`config.mk`:
```
export PLATFORM = sky130hd
export DESIGN_NAME = otp_tx_serializer
export DESIGN_NICKNAME = d
export VERILOG_FILES = /design/src/rtl/otp_tx_serializer.sv
export SDC_FILE = /design/constraint.sdc
export NUM_CORES = 1
export LEC_CHECK = 0
export ABC_AREA = 0
export BUFFER_PORTS_ARGS = -buffer_cell sky130_fd_sc_hd__buf_2
export CAP_MARGIN = 20
export CORE_ASPECT_RATIO = 1.5
export CORE_MARGIN = 2
export CORE_UTILIZATION = 54
export DETAILED_ROUTE_END_ITERATION = 12
export PLACE_DENSITY_LB_ADDON = 0.3
export SYNTH_ARGS = -nofsm -noshare
export SYNTH_HDL_FRONTEND = slang
export SYNTH_SLANG_ARGS = --single-unit
export TNS_END_PERCENT = 5
```
`constraint.sdc`:
```
create_clock -name clk -period 2.3 [get_ports clk]
set_input_delay 0.23 -clock clk [delete_from_list [all_inputs] [get_ports clk]]
set_output_delay 0.23 -clock clk [all_outputs]
set_load 0.01 [all_outputs]
```
`src/rtl/otp_tx_serializer.sv`:
```
// Buffers OTP core result words and sends each as a UART-style frame: start, 16 data bits LSB first, [parity], stop.
// Define OTP_TX_PARITY_EN to add an even-parity bit after the data bits (19-bit frame instead of 18).
module otp_tx_serializer #(
    parameter int CLKS_PER_BIT = 16,
    parameter int FIFO_DEPTH   = 4
) (
    input  logic                          clk,
    input  logic                          reset,
    input  logic [15:0]                   word_in,
    input  logic                          word_done,
    input  logic                          clear_overflow,
    output logic                          tx_serial,
    output logic                          tx_busy,
    output logic [$clog2(FIFO_DEPTH):0]   fifo_count,
    output logic                          overflow
);

    localparam int AW = $clog2(FIFO_DEPTH);
    localparam int CW = $clog2(CLKS_PER_BIT);
    localparam logic [CW-1:0] CNT_LAST   = CW'(CLKS_PER_BIT - 1);
    localparam logic [AW:0]   FULL_COUNT = (AW + 1)'(FIFO_DEPTH);

    typedef enum logic [2:0] {
        S_IDLE,
        S_START,
        S_DATA,
`ifdef OTP_TX_PARITY_EN
        S_PARITY,
`endif
        S_STOP
    } state_e;

    state_e        state_q, state_d;
    logic          s1_q, s1_d, s2_q, s2_d, s3_q, s3_d;
    logic [AW-1:0] wr_ptr_q, wr_ptr_d, rd_ptr_q, rd_ptr_d;
    logic [AW:0]   count_q, count_d;
    logic          overflow_q, overflow_d;
    logic [CW-1:0] cnt_q, cnt_d;
    logic [3:0]    bit_idx_q, bit_idx_d;
    logic [15:0]   shift_q, shift_d;
    logic          tx_q, tx_d;
    logic [15:0]   mem_q [FIFO_DEPTH];
`ifdef OTP_TX_PARITY_EN
    logic          parity_q, parity_d;
`endif

    logic push, pop, full, push_ok, bit_tick;

    // One push per rising edge of the synchronized word_done level.
    always_comb begin
        s1_d     = word_done;
        s2_d     = s1_q;
        s3_d     = s2_q;
        push     = s2_q & ~s3_q;
        pop      = (state_q == S_IDLE) && (count_q != '0);
        full     = (count_q == FULL_COUNT);
        push_ok  = push && (!full || pop);
        bit_tick = (cnt_q == CNT_LAST);
    end

    always_comb begin
        wr_ptr_d = push_ok ? wr_ptr_q + AW'(1) : wr_ptr_q;
        rd_ptr_d = pop ? rd_ptr_q + AW'(1) : rd_ptr_q;
        case ({push_ok, pop})
            2'b10:   count_d = count_q + (AW + 1)'(1);
            2'b01:   count_d = count_q - (AW + 1)'(1);
            default: count_d = count_q;
        endcase
        overflow_d = overflow_q;
        if (clear_overflow) overflow_d = 1'b0;
        if (push && full && !pop) overflow_d = 1'b1;
    end

    // Next-state logic.
    always_comb begin
        state_d = state_q;
        case (state_q)
            S_IDLE:   if (pop) state_d = S_START;
            S_START:  if (bit_tick) state_d = S_DATA;
`ifdef OTP_TX_PARITY_EN
            S_DATA:   if (bit_tick && bit_idx_q == 4'd15) state_d = S_PARITY;
            S_PARITY: if (bit_tick) state_d = S_STOP;
`else
            S_DATA:   if (bit_tick && bit_idx_q == 4'd15) state_d = S_STOP;
`endif
            S_STOP:   if (bit_tick) state_d = S_IDLE;
            default:  state_d = S_IDLE;
        endcase
    end

    always_comb begin
        cnt_d = cnt_q + CW'(1);
        if (state_q == S_IDLE || state_d != state_q || bit_tick) cnt_d = '0;
        bit_idx_d = bit_idx_q;
        if (state_q == S_IDLE) bit_idx_d = 4'd0;
        else if (state_q == S_DATA && bit_tick) bit_idx_d = bit_idx_q + 4'd1;
        shift_d = shift_q;
        if (pop) shift_d = mem_q[rd_ptr_q];
        else if (state_q == S_DATA && bit_tick) shift_d = shift_q >> 1;
`ifdef OTP_TX_PARITY_EN
        parity_d = pop ? ^mem_q[rd_ptr_q] : parity_q;
`endif
    end

    // NOTE: tx_d decodes the next state so the registered line changes on the same edge as the state.
    always_comb begin
        tx_busy = (state_q != S_IDLE);
        case (state_d)
            S_START:  tx_d = 1'b0;
            S_DATA:   tx_d = shift_d[0];
`ifdef OTP_TX_PARITY_EN
            S_PARITY: tx_d = parity_d;
`endif
            default:  tx_d = 1'b1;
        endcase
    end

    always_ff @(posedge clk) begin
        if (reset) begin
            state_q    <= S_IDLE;
            s1_q       <= 1'b0;
            s2_q       <= 1'b0;
            s3_q       <= 1'b0;
            wr_ptr_q   <= '0;
            rd_ptr_q   <= '0;
            count_q    <= '0;
            overflow_q <= 1'b0;
            cnt_q      <= '0;
            bit_idx_q  <= 4'd0;
            shift_q    <= 16'd0;
            tx_q       <= 1'b1;
`ifdef OTP_TX_PARITY_EN
            parity_q   <= 1'b0;
`endif
        end else begin
            state_q    <= state_d;
            s1_q       <= s1_d;
            s2_q       <= s2_d;
            s3_q       <= s3_d;
            wr_ptr_q   <= wr_ptr_d;
            rd_ptr_q   <= rd_ptr_d;
            count_q    <= count_d;
            overflow_q <= overflow_d;
            cnt_q      <= cnt_d;
            bit_idx_q  <= bit_idx_d;
            shift_q    <= shift_d;
            tx_q       <= tx_d;
`ifdef OTP_TX_PARITY_EN
            parity_q   <= parity_d;
`endif
        end
    end

    // NOTE: storage is not reset; count_q alone decides which entries are valid.
    always_ff @(posedge clk) begin
        if (push_ok) mem_q[wr_ptr_q] <= word_in;
    end

    assign tx_serial  = tx_q;
    assign fifo_count = count_q;
    assign overflow   = overflow_q;

endmodule

```
* Yosys cells after proc, flatten, opt, wreduce, memory -nomap -nowiden
Memories as Yosys holds them, arrays and structs flattened. A register that Yosys moved wholly into a read port is not among the register bits.
Index checks and enable logic that the tools add are counted.
** Storage, ports and cells
- Register bits after elaboration :: 39
- Memory bits (writable) :: 64
- Input port bits :: 20
- Output and inout bits :: 6
- Word-level logic and storage cells :: 67
- Memories kept :: 1
** Cells by class
- Add/sub/neg operators :: 6
- Equal/unequal tests :: 11
- Muxes and demuxes :: 15
- Bitwise logic cells :: 2
- Reduce and logical (&&, ||, !) cells :: 19
** Memories
- mem_q :: depth 4, bits a word 16, read ports 1, clocked after memory_dff 1, write ports 1, RTL line 42 : logic [15:0] mem_q [FIFO_DEPTH];
** Operator list (number)
- 2-to-1 mux 16 bit :: 2
- 2-to-1 mux 3 bit :: 4
- one-hot mux 3 bit (4 select lines) :: 1
- equality test 3 x 2 -> 1 bit (second input constant) :: 3
- adder 4 x 1 -> 4 bit (second input constant) :: 2
- equality test 4 bit (second input constant) :: 2
- equality test 3 x 1 -> 1 bit (second input constant) :: 2
- logical AND 1 bit :: 6
- one-hot mux 3 bit (2 select lines) :: 1
- nonzero test 2 bit :: 3
- nonzero test 3 bit :: 2
- adder 2 x 1 -> 2 bit (second input constant) :: 2
- 2-to-1 mux 1 bit :: 4
- 2-to-1 mux 2 bit :: 2
- OR reduction 2 bit :: 2
- adder 3 x 1 -> 3 bit (second input constant) :: 1
- equality test 3 bit (second input constant) :: 1
- logical NOT 3 bit :: 1
- logical OR 1 bit :: 3
- inequality test 3 bit :: 1
- subtractor 3 x 1 -> 3 bit (second input constant) :: 1
- equality test 2 x 1 -> 1 bit (second input constant) :: 1
- equality test 2 bit (second input constant) :: 1
- logical NOT 1 bit :: 2
- 3 further kinds :: 3

* Logic depth before layout (Yosys ltp)
Gate-level depths: netlist (run 1).
- Word-level depth :: 8
- Mapped depth :: 9
- Gate-level depth less buffers :: 9

* Worst setup path before layout (run 1)
Ideal clock, no wire load.
- Path kind :: reg2reg
- Start point :: register state_q[2]
- End point :: register count_q[2] (netlist: fifo_count[2])
- Setup time :: 122 ps
- Data arrival time :: 2194 ps
- Data required time :: 2178 ps
- Setup slack :: -16 ps
- Stages on the path, launching flop included :: 9
- Buffers on the path :: 0
- Period minus slack after synthesis :: 2316 ps
- Cells stage by stage :: dfxtp_1 > nor3_2 > inv_2 > nor3_1 > inv_1 > fa_1 > nor3b_1 > mux2_2 > a311o_1
** Between the ends
- Word-level cells in the longest chain between the ends :: 6
- Elaborated cells on any way between the ends :: 8
** Ends and longest elaborated chain
- start: declaration :: RTL line 33 : state_e state_q, state_d;
- start signal: assignment :: RTL line 136 : state_q <= state_d;
- logical NOT 3 bit * :: RTL line 55 : pop = (state_q == S_IDLE) && (count_q != '0);
- logical AND 1 bit * :: RTL line 55
- logical OR 1 bit :: RTL line 57 : push_ok = push && (!full || pop);
- logical AND 1 bit :: RTL line 57
- equality test 2 x 1 -> 1 bit or equality test 2 bit (tied branches) :: RTL line 64 : case ({push_ok, pop})
- one-hot mux 3 bit (2 select lines) or nonzero test 2 bit (tied branches)
- end signal: assignment :: RTL line 142 : count_q <= count_d;
- end: declaration :: RTL line 36 : logic [AW:0] count_q, count_d;
Every way passes the cells marked *; elsewhere a longest branch is shown, timed or not.
A chain may end at the register's enable or synchronous reset.

* Worst setup path in the final report (run 1)
- Start point :: register state_q[0]
- End point :: register count_q[2] (netlist: fifo_count[2])
Same word-level chain as after synthesis.

==> qor.txt, run 1 <==
clock latency on the worst-skew pair: 0.34 ns
Power Density: 962 nW/um2
MaxCap Viol Count: 0
post-synth top area share: 0.462
Max-slew headroom: 0.566
CP Capture Type: flop
Hold Path Origin: word_done
chip height: 112 um
Sw Share: 0.255
Min-Delay Endpoint: s1_q$_SDFF_PP0_
fin crit share: 0.931
vias in the first global route: 2386
Seq/Total Area, Yosys: 0.659
# hold bufs at CTS: 0
biggest area consumer among synthesized cells: edfxtp_1
Reg clk slew, reported paths: 0.07 ns
Fin. Hold Viols: 0
RD Place Congestion: 0.804
worst hold stages: 2
DP Wirelength: 4420 um
Area Growth Syn to Fin: 14.3%
Inst Count DP: 421
I/O pin count: 26
Final Max Slew Viols: 0
fraction of layout cells with a size suffix above 1: 0.248
Clk network pwr share: 0.324
CP Depth: 8
Gate power share: 0.185
first-pass GRT wire length: 11300 um
Fmax: 0.467 GHz
average cell area after synthesis: 14.0 um2
die width: 75.7 um
Worst Hold Class: input pin to flop
FF-to-FF path depth: 8
setup TNS: 0 ns
clk_skew: 0.00860 ns
dominant cells by area after synthesis: edfxtp_1, dfxtp_1, mux4_2
Final setup violation count: 0
worst vdd ir: 0.726 mV
r2r setup slk: 0.16 ns
DR WL/cell: 15.7 um
crit-path leading delay family: simple AND/OR/NAND/NOR gates
most common cell after layout, fill and taps aside: edfxtp_1
status: completed
Slew @ Worst Pin: 0.652 ns
grt ovf: 0
drt total wl: 6880 um
switching power: 1.17 mW
postcts setup bufs: 0
vias post-DR: 2441
Layout Cells excl Fill: 437
initial core utilization: 0.550
initial antenna violation count: 0
DRC marker count from the first detailed-route iteration: 115
crit-path max FO: 4
H-tree levels: 3
Total GRT Usage: 0.184
cells after synthesis: 298
Root Driver: clkbuf_16
antenna viol nets, final: 0
static leakage: 1.63 nW
synthesized area: 4160 um2
r2r startpoint: state_q[0]$_SDFF_PP0_
Longest Clk Path Bufs: 2
RR Endpoint: fifo_count[2]$_SDFFE_PP0P_
CP bufs+invs: 2
Crit path arrival time: 2.38 ns
CP Class: flop to flop
CTS sink count: 105
count of cell types in the netlist: 37
startpoint type of the worst setup path: flop
Req. time, crit path: 2.53 ns
minimum clock period: 2.14 ns
pin count of the biggest net entering global routing: 38
syn_nets: 325
Flop pwr share: 0.490
vias per cell: 5.59
most frequent cells in the layout: edfxtp_1, dfxtp_1, nor2_1
crit-path cells: nor3_4, inv_2, nor3_2, inv_1, fa_2, nor3b_1, mux2_2, a311o_1
Pre-antenna DRT Iters: 5
# port buffers: 25
Worst path max stage delay: 0.36 ns
Synth Warn #: 0
die area: 8440 um2
# DRC: 0
CP max stage cell: fa_2
cell-internal power: 3.41 mW
Seq cells post-synth: 105
CTS Buf Count: 9
RSZ-0062 raised after global routing: no
core area: 7560 um2
Diodes inserted: 0
fin nets: 357
CTS tree: yes
Cell Rows: 39
kinds of logic after synthesis:
kind of cell               count (synthesis)  synth area share
muxes                                     20            0.0971
DFF                                      105             0.659
AOI/OAI and AO/OA                         25            0.0523
adders and majority gates                  7            0.0229
other                                      1          0.000901
and+or+nand+nor                          105             0.120
xor gates and xnor gates                   9            0.0189
buffers and inverters                     26            0.0289
through the flow:
| stage | worst slack [ns] | total power [mW] | util | hold slack [ns] | cell area [um2] |
|---|---|---|---|---|---|
| 3_5_place_dp | 0.0732 | 3.13 | 0.588 | 0.432 | 4450 |
| 2_1_floorplan | 0.0608 | 2.92 | - | 0.329 | 4170 |
| 5_1_grt | 0.0459 | 4.81 | 0.629 | 0.0840 | 4750 |
| 6_report | 0.160 | 4.57 | 0.629 | 0.0958 | 4750 |
| 3_3_place_gp | 0.150 | 3.11 | 0.588 | 0.430 | 4450 |
| 4_1_cts | 0.0456 | 4.63 | 0.627 | 0.0844 | 4740 |
power groups by stage:
| stage | logic, mW | clock network, mW | registers [mW] |
|---|---|---|---|
| 6_report | 0.848 | 1.48 | 2.24 |
| 5_1_grt | 0.950 | 1.60 | 2.26 |
| 4_1_cts | 0.860 | 1.53 | 2.24 |
| 3_5_place_dp | 0.852 | 0 | 2.28 |
| 3_3_place_gp | 0.833 | 0 | 2.27 |
| 2_1_floorplan | 0.653 | 0 | 2.26 |
worst max-delay path by stage:
| stage | startpoint | to | slack, ns |
|---|---|---|---|
| after floorplan | state_q[2]$_SDFF_PP0_ | fifo_count[2]$_SDFFE_PP0P_ | 0.06 |
| after global placement | state_q[0]$_SDFF_PP0_ | fifo_count[2]$_SDFFE_PP0P_ | 0.15 |
| after detailed placement | state_q[0]$_SDFF_PP0_ | fifo_count[2]$_SDFFE_PP0P_ | 0.07 |
| after CTS | state_q[0]$_SDFF_PP0_ | fifo_count[2]$_SDFFE_PP0P_ | 0.05 |
| after global routing | state_q[0]$_SDFF_PP0_ | fifo_count[2]$_SDFFE_PP0P_ | 0.05 |
| final | state_q[0]$_SDFF_PP0_ | fifo_count[2]$_SDFFE_PP0P_ | 0.16 |
state kept, by name, indices dropped and copies added (netlist names), 2 cells and up, named ones only:
name and flops:
wr_ptr_q 2, shift_q 16, fifo_count 3, bit_idx_q 4, state_q 3, mem_q 64
cnt_q 4, rd_ptr_q 2
metal layers:
layer,vias up,routed length [um],GRT usage
met5,-,0,0
met1,1213,2830,0.232
li1,1170,-,-
met3,8,300,0.0633
met4,0,92,0.0819
met2,50,3660,0.285
worst reg2reg max path, cell delays in order, from the launching register on:
cell and delay [ns]:
dfxtp_2 0.35, nor3_4 0.23, inv_2 0.06, nor3_2 0.21
inv_1 0.08, fa_2 0.36, nor3b_1 0.15, mux2_2 0.29
a311o_1 0.30
synthesized netlist by cell type:
library cell  count
nand4_1           2
a21oi_1           4
a2111oi_0         1
a311oi_1         14
conb_1            1
xor2_1            6
buf_4             3
nor2b_1           5
and2_1            4
mux2_2            3
xnor2_1           3
mux4_2           16
inv_1             7
dfxtp_1          41
nor3_2            2
fa_1              1
a31oi_1           1
a31oi_4           1
clkbuf_1          5
a311o_1           1
buf_1             1
buf_2             9
a31o_2            1
nor2_1           35
or3_1             2
nor3_1            6
mux2i_1           1
nand2_1          19
ha_1              6
nor3b_1           2
o311a_1           1
nand2b_1          3
a21bo_2           1
nand3_1          21
inv_2             1
edfxtp_1         64
and3_1            4
what timing repair did:
item | in CTS | in global routing
gates resized for setup | 0 | 3
hold endpoints to repair | 0 | 0
setup endpoints to repair | 0 | 1
area by class of cell:
| class | instances | area [um2] |
|---|---|---|
| tap | 102 | 128 |
| inverter | 8 | 30.0 |
| multi-input combinational | 167 | 1320 |
| clock inverter | 7 | 68.8 |
| timing repair buffer | 39 | 243 |
| clock buffer | 9 | 225 |
| fill | 548 | 2810 |
| sequential | 105 | 2740 |
Power figures use the tool's default switching activity.
==> run 2: changes to the inputs <==
- GPL_ROUTABILITY_DRIVEN: unset -> 0
- GPL_TIMING_DRIVEN: unset -> 0
==> qor.txt, run 2 (same netlist as run 1, synthesis figures left out) <==
status: completed (unchanged)
initial antenna violation count: 0 (unchanged)
Total GRT Usage: 0.183 (was 0.184)
Slew @ Worst Pin: 0.841 ns (was 0.652 ns)
CP max stage cell: fa_2 (unchanged)
Fmax: 0.470 GHz (was 0.467 GHz)
Top Registers: mem_q x64, shift_q x16 (unchanged)
drt total wl: 6900 um (was 6880 um)
startpoint type of the worst setup path: flop (unchanged)
H-tree levels: 3 (unchanged)
Crit path arrival time: 2.36 ns (was 2.38 ns)
fin crit share: 0.925 (was 0.931)
Worst path max stage delay: 0.36 ns (about the same)
DP Wirelength: 4560 um (was 4420 um)
DR WL/cell: 15.7 um (about the same)
Diodes inserted: 0 (unchanged)
CTS tree: yes (unchanged)
clock latency on the worst-skew pair: 0.34 ns (about the same)
Worst Hold Class: input pin to flop (unchanged)
CP Capture Type: flop (unchanged)
antenna viol nets, final: 0 (unchanged)
CP Class: flop to flop (unchanged)
fraction of layout cells with a size suffix above 1: 0.234 (was 0.248)
vias per cell: 5.46 (was 5.59)
I/O pin count: 26 (unchanged)
Root Driver: clkbuf_16 (unchanged)
Final Cell Area: 4730 um2 (was 4750 um2)
RSZ-0062 raised after global routing: no (unchanged)
crit-path cells: nor3_4, inv_2, nor3_4, inv_1, fa_2, nor3b_1, mux2_2, a311o_1 (was nor3_4, inv_2, nor3_2, inv_1, fa_2, nor3b_1, mux2_2, a311o_1)
# DRC: 0 (unchanged)
Area Growth Syn to Fin: 13.7% (was 14.3%)
worst vdd ir: 0.917 mV (was 0.726 mV)
vias in the first global route: 2466 (was 2386)
CTS sink count: 105 (unchanged)
vias post-DR: 2404 (was 2441)
most frequent cells in the layout: edfxtp_1, dfxtp_1, nor2_1 (unchanged)
Pre-antenna DRT Iters: 4 (was 5)
Power Density: 970 nW/um2 (was 962 nW/um2)
Cell Rows: 39 (unchanged)
DRC marker count from the first detailed-route iteration: 150 (was 115)
die area: 8440 um2 (unchanged)
Final setup violation count: 0 (unchanged)
max FFs per register: 64 (unchanged)
Max-slew headroom: 0.439 (was 0.566)
Reg clk slew, reported paths: 0.07 ns (about the same)
Reg area: 2740 um2 (about the same)
most flop-heavy register: mem_q (unchanged)
core area: 7560 um2 (unchanged)
static leakage: 1.61 nW (was 1.63 nW)
fin nets: 361 (was 357)
most common cell after layout, fill and taps aside: edfxtp_1 (unchanged)
Req. time, crit path: 2.53 ns (about the same)
minimum clock period: 2.13 ns (was 2.14 ns)
Final Max Slew Viols: 0 (unchanged)
# port buffers: 24 (was 25)
DP Area: 4410 um2 (was 4450 um2)
clk_skew: 0.00490 ns (was 0.00860 ns)
Longest Clk Path Bufs: 2 (unchanged)
chip height: 112 um (unchanged)
crit-path max FO: 7 (was 4)
MaxCap Viol Count: 0 (unchanged)
CTS Buf Count: 9 (unchanged)
crit-path most repeated cell: nor3_4
WHS: 0.0946 ns (was 0.0958 ns)
Fin. Hold Viols: 0 (unchanged)
Fillers: 567 (was 548)
pin count of the biggest net entering global routing: 18 (was 38)
grt ovf: 0 (unchanged)
first-pass GRT wire length: 11500 um (was 11300 um)
die width: 75.7 um (unchanged)
initial core utilization: 0.550 (unchanged)
Multi-input gate area: 1320 um2 (about the same)
run 2: path summary, 6_finish.rpt:
| check | depth (start not counted) | start | to | slack (ns) |
|---|---|---|---|---|
| setup / recovery | 8 | state_q[1]$_SDFF_PP0_ | fifo_count[2]$_SDFFE_PP0P_ | 0.17 |
| hold / removal | 2 | word_done | s1_q$_SDFF_PP0_ | 0.09 |
| setup reg to reg | 8 | state_q[1]$_SDFF_PP0_ | fifo_count[2]$_SDFFE_PP0P_ | 0.17 |
| hold reg to reg | 1 | cnt_q[0]$_SDFF_PP0_ | cnt_q[0]$_SDFF_PP0_ | 0.45 |
run 2: final cells by class:
class                           count  share of cell area
Tap cell                          102              0.0270
Multi-Input combinational cell    167               0.279
Clock inverter                      6              0.0146
Clock buffer                        9              0.0476
Sequential cell                   105               0.580
Inverter                            8             0.00635
Timing Repair Buffer               25              0.0270
Buffer                             18              0.0190
run 2: power by group:
part	internal, mW	switching [mW]	leakage (nW)
Combinational	0.404	0.453	0.564
Clock	0.842	0.653	0.138
Sequential	2.15	0.0825	0.912
run 2: what timing repair did:
item / CTS / global route
setup buffers: 1 / 0
setup endpoints to repair: 49 / 1
gates resized for setup: 2 / 1
hold buffers: 0 / 0
pin swaps: 1 / 1
run 2: worst max-delay path, delay by kind of cell, from the launching register on:
| family | cells | cell delay [ns] |
|---|---|---|
| mux | 1 | 0.27 |
| compound gates | 1 | 0.32 |
| buf+inv | 2 | 0.19 |
| simple gates | 3 | 0.52 |
| fa+ha+maj | 1 | 0.36 |
| flops | 1 | 0.35 |
run 2: routing by layer:
layer | global-route usage | wire [um] | vias up | share of wire
met5 | 0 | 0 | - | 0
met4 | 0.0667 | 136 | 0 | 0.020
met3 | 0.0480 | 214 | 11 | 0.031
met2 | 0.298 | 3550 | 44 | 0.52
met1 | 0.231 | 2990 | 1176 | 0.43
li1 | - | - | 1173 | -
run 2: metrics by stage:
stage	std cells	util	worst slack (ns)	total power, mW	TNS [ns]
detailed placement	424	0.583	-0.148	3.12	-0.512
global placement	424	0.583	-0.132	3.10	-0.132
floorplan	298	-	0.0608	2.92	0
CTS	440	0.625	0.0344	4.61	0
global route	440	0.625	0.0395	4.80	0
finish	440	0.625	0.172	4.59	0
==> run 3: changes to the inputs <==
==> constraint.sdc (replaced) <==
create_clock -name clk -period 2.3 [get_ports clk]
set_input_delay 0.23 -clock clk [delete_from_list [all_inputs] [get_ports clk]]
set_output_delay 0.23 -clock clk [all_outputs]
set_load 0.1 [all_outputs]
==> qor.txt, run 3 (same netlist as run 1, synthesis figures left out) <==
post-route setup slack: 0.0832 ns (was 0.172 ns)
startpoint type of the worst setup path: flop (unchanged)
Worst path max stage delay: 0.37 ns (was 0.36 ns)
MaxCap Viol Count: 0 (unchanged)
Fin. Hold Viols: 0 (unchanged)
crit-path leading delay family: simple AND/OR/NAND/NOR gates (unchanged)
most common cell after layout, fill and taps aside: edfxtp_1 (unchanged)
Flop pwr share: 0.487 (about the same)
fraction of layout cells with a size suffix above 1: 0.254 (was 0.234)
crit-path most repeated cell: nor3_4 (unchanged)
drt total wl: 6840 um (was 6900 um)
cell-internal power: 3.31 mW (was 3.40 mW)
clock latency on the worst-skew pair: 0.34 ns (about the same)
Power, Total: 4.61 mW (was 4.59 mW)
most frequent cells in the layout: edfxtp_1, dfxtp_1, nor2_1 (unchanged)
switching power: 1.30 mW (was 1.19 mW)
# port buffers: 24 (unchanged)
grt ovf: 0 (unchanged)
WHS: 0.101 ns (was 0.0946 ns)
status: completed (unchanged)
Worst Hold Class: input pin to flop (unchanged)
fin crit share: 0.964 (was 0.925)
Reg clk slew, reported paths: 0.07 ns (about the same)
Sw Share: 0.282 (was 0.259)
Inst Count DP: 424 (unchanged)
crit-path cells: nor3_4, bufinv_8, nor3_4, inv_1, fa_2, nor3b_1, mux2_2, a311o_1 (was nor3_4, inv_2, nor3_4, inv_1, fa_2, nor3b_1, mux2_2, a311o_1)
Final setup violation count: 0 (unchanged)
CTS sink count: 105 (unchanged)
Fmax: 0.451 GHz (was 0.470 GHz)
Area Growth Syn to Fin: 13.8% (was 13.7%)
static leakage: 1.61 nW (about the same)
max FFs per register: 64 (unchanged)
Top Registers: mem_q x64, shift_q x16 (unchanged)
CTS tree: yes (unchanged)
minimum clock period: 2.22 ns (was 2.13 ns)
# hold bufs at CTS: 0 (unchanged)
worst vdd ir: 0.696 mV (was 0.917 mV)
first-pass GRT wire length: 11700 um (was 11500 um)
DR WL/cell: 15.5 um (was 15.7 um)
H-tree levels: 3 (unchanged)
Clk network pwr share: 0.295 (was 0.326)
Diodes inserted: 0 (unchanged)
pin count of the biggest net entering global routing: 17 (was 18)
Max-slew headroom: 0.666 (was 0.439)
Req. time, crit path: 2.53 ns (about the same)
Final Max Slew Viols: 0 (unchanged)
Longest Clk Path Bufs: 2 (unchanged)
DRC marker count from the first detailed-route iteration: 150 (unchanged)
die area: 8440 um2 (unchanged)
I/O pin count: 26 (unchanged)
# DRC: 0 (unchanged)
Gate power share: 0.218 (was 0.187)
Root Driver: clkbuf_16 (unchanged)
Slew @ Worst Pin: 0.501 ns (was 0.841 ns)
r2r setup slk: 0.08 ns (was 0.17 ns)
clk_skew: 0.00895 ns (was 0.00490 ns)
chip height: 112 um (unchanged)
core area: 7560 um2 (unchanged)
CP Class: flop to flop (unchanged)
initial core utilization: 0.550 (unchanged)
Total GRT Usage: 0.185 (was 0.183)
Fillers: 585 (was 567)
vias post-DR: 2391 (was 2404)
CTS Buf Count: 9 (unchanged)
CP Capture Type: flop (unchanged)
crit-path max FO: 7 (unchanged)
initial antenna violation count: 0 (unchanged)
antenna viol nets, final: 0 (unchanged)
Crit path arrival time: 2.45 ns (was 2.36 ns)
die width: 75.7 um (unchanged)
CP bufs+invs: 2 (unchanged)
Layout Cells excl Fill: 441 (was 440)
CP max stage cell: fa_2 (unchanged)
Power Density: 974 nW/um2 (was 970 nW/um2)
Pre-antenna DRT Iters: 4 (unchanged)
DP Wirelength: 4600 um (was 4560 um)
vias per cell: 5.42 (was 5.46)
RSZ-0062 raised after global routing: yes (was no)
dpl ws: -0.0742 ns (was -0.148 ns)
most flop-heavy register: mem_q (unchanged)
vias in the first global route: 2497 (was 2466)
fin nets: 361 (unchanged)
Cell Rows: 39 (unchanged)
[run 3: cell types whose count changed in the layout (fill, tap and decap cells not counted), sizes merged]
cell / change
clkbuf: +2
clkinv: -1
clkinvlp: +1
inv: -1
[run 3: power by group through the flow]
| stage | Sequential, mW | Clock [mW] | Combinational (mW) |
|---|---|---|---|
| finish | 2.25 | 1.36 | 1.01 |
| global route | 2.27 | 1.47 | 1.10 |
| CTS | 2.24 | 1.39 | 1.02 |
| detailed placement | 2.28 | 0 | 1.00 |
| global placement | 2.28 | 0 | 0.990 |
| floorplan | 2.40 | 0 | 0.684 |
[run 3: final cells by class]
class	count	area (um2)	area share
Buffer	18	92.6	0.0196
Clock buffer	11	233	0.0492
Clock inverter	5	31.3	0.00661
Inverter	8	43.8	0.00925
Multi-Input combinational cell	167	1320	0.279
Sequential cell	105	2760	0.582
Tap cell	102	128	0.0270
Timing Repair Buffer	25	128	0.0270
[run 3: worst paths after layout]
path | start | end | cells past startpoint
worst max-delay path | state_q[2]$_SDFF_PP0_ | fifo_count[2]$_SDFFE_PP0P_ | 8
worst min register to register | cnt_q[0]$_SDFF_PP0_ | cnt_q[0]$_SDFF_PP0_ | 1
worst max register to register | state_q[2]$_SDFF_PP0_ | fifo_count[2]$_SDFFE_PP0P_ | 8
worst min-delay path | word_done | s1_q$_SDFF_PP0_ | 2
[run 3: what timing repair did]
| action | 4_1_cts | 5_1_grt |
|---|---|---|
| pin swaps | 1 | 0 |
| endpoints found under the setup margin | 65 | 65 |
| resized for setup | 2 | 5 |
| buffers inserted | 1 | 0 |
[run 3: worst register-to-register path, delay by kind of cell (launching register included)]
kind | cells | cell delay, ns
AO/OA/AOI/OAI | 1 | 0.32
adder cells (fa/ha/maj) | 1 | 0.37
buffers and inverters | 2 | 0.30
flip-flops | 1 | 0.36
multiplexers | 1 | 0.27
AND/OR/NAND/NOR | 3 | 0.49
[run 3: through the flow]
step	instance area [um2]	TNS [ns]	utilization
global placement	4450	-0.0591	0.588
CTS	4730	0	0.625
detailed placement	4450	-1.14	0.588
floorplan	4200	0	-
finish	4730	0	0.626
global route	4730	-0.0325	0.626
[run 3: layer usage]
metal,routed length [um],share of wire,vias to the layer above,GRT usage
li1,-,-,1178,-
met1,2970,0.43,1160,0.243
met2,3520,0.51,43,0.299
met3,232,0.034,10,0.0425
met4,122,0.018,0,0.0667
met5,0,0,-,0
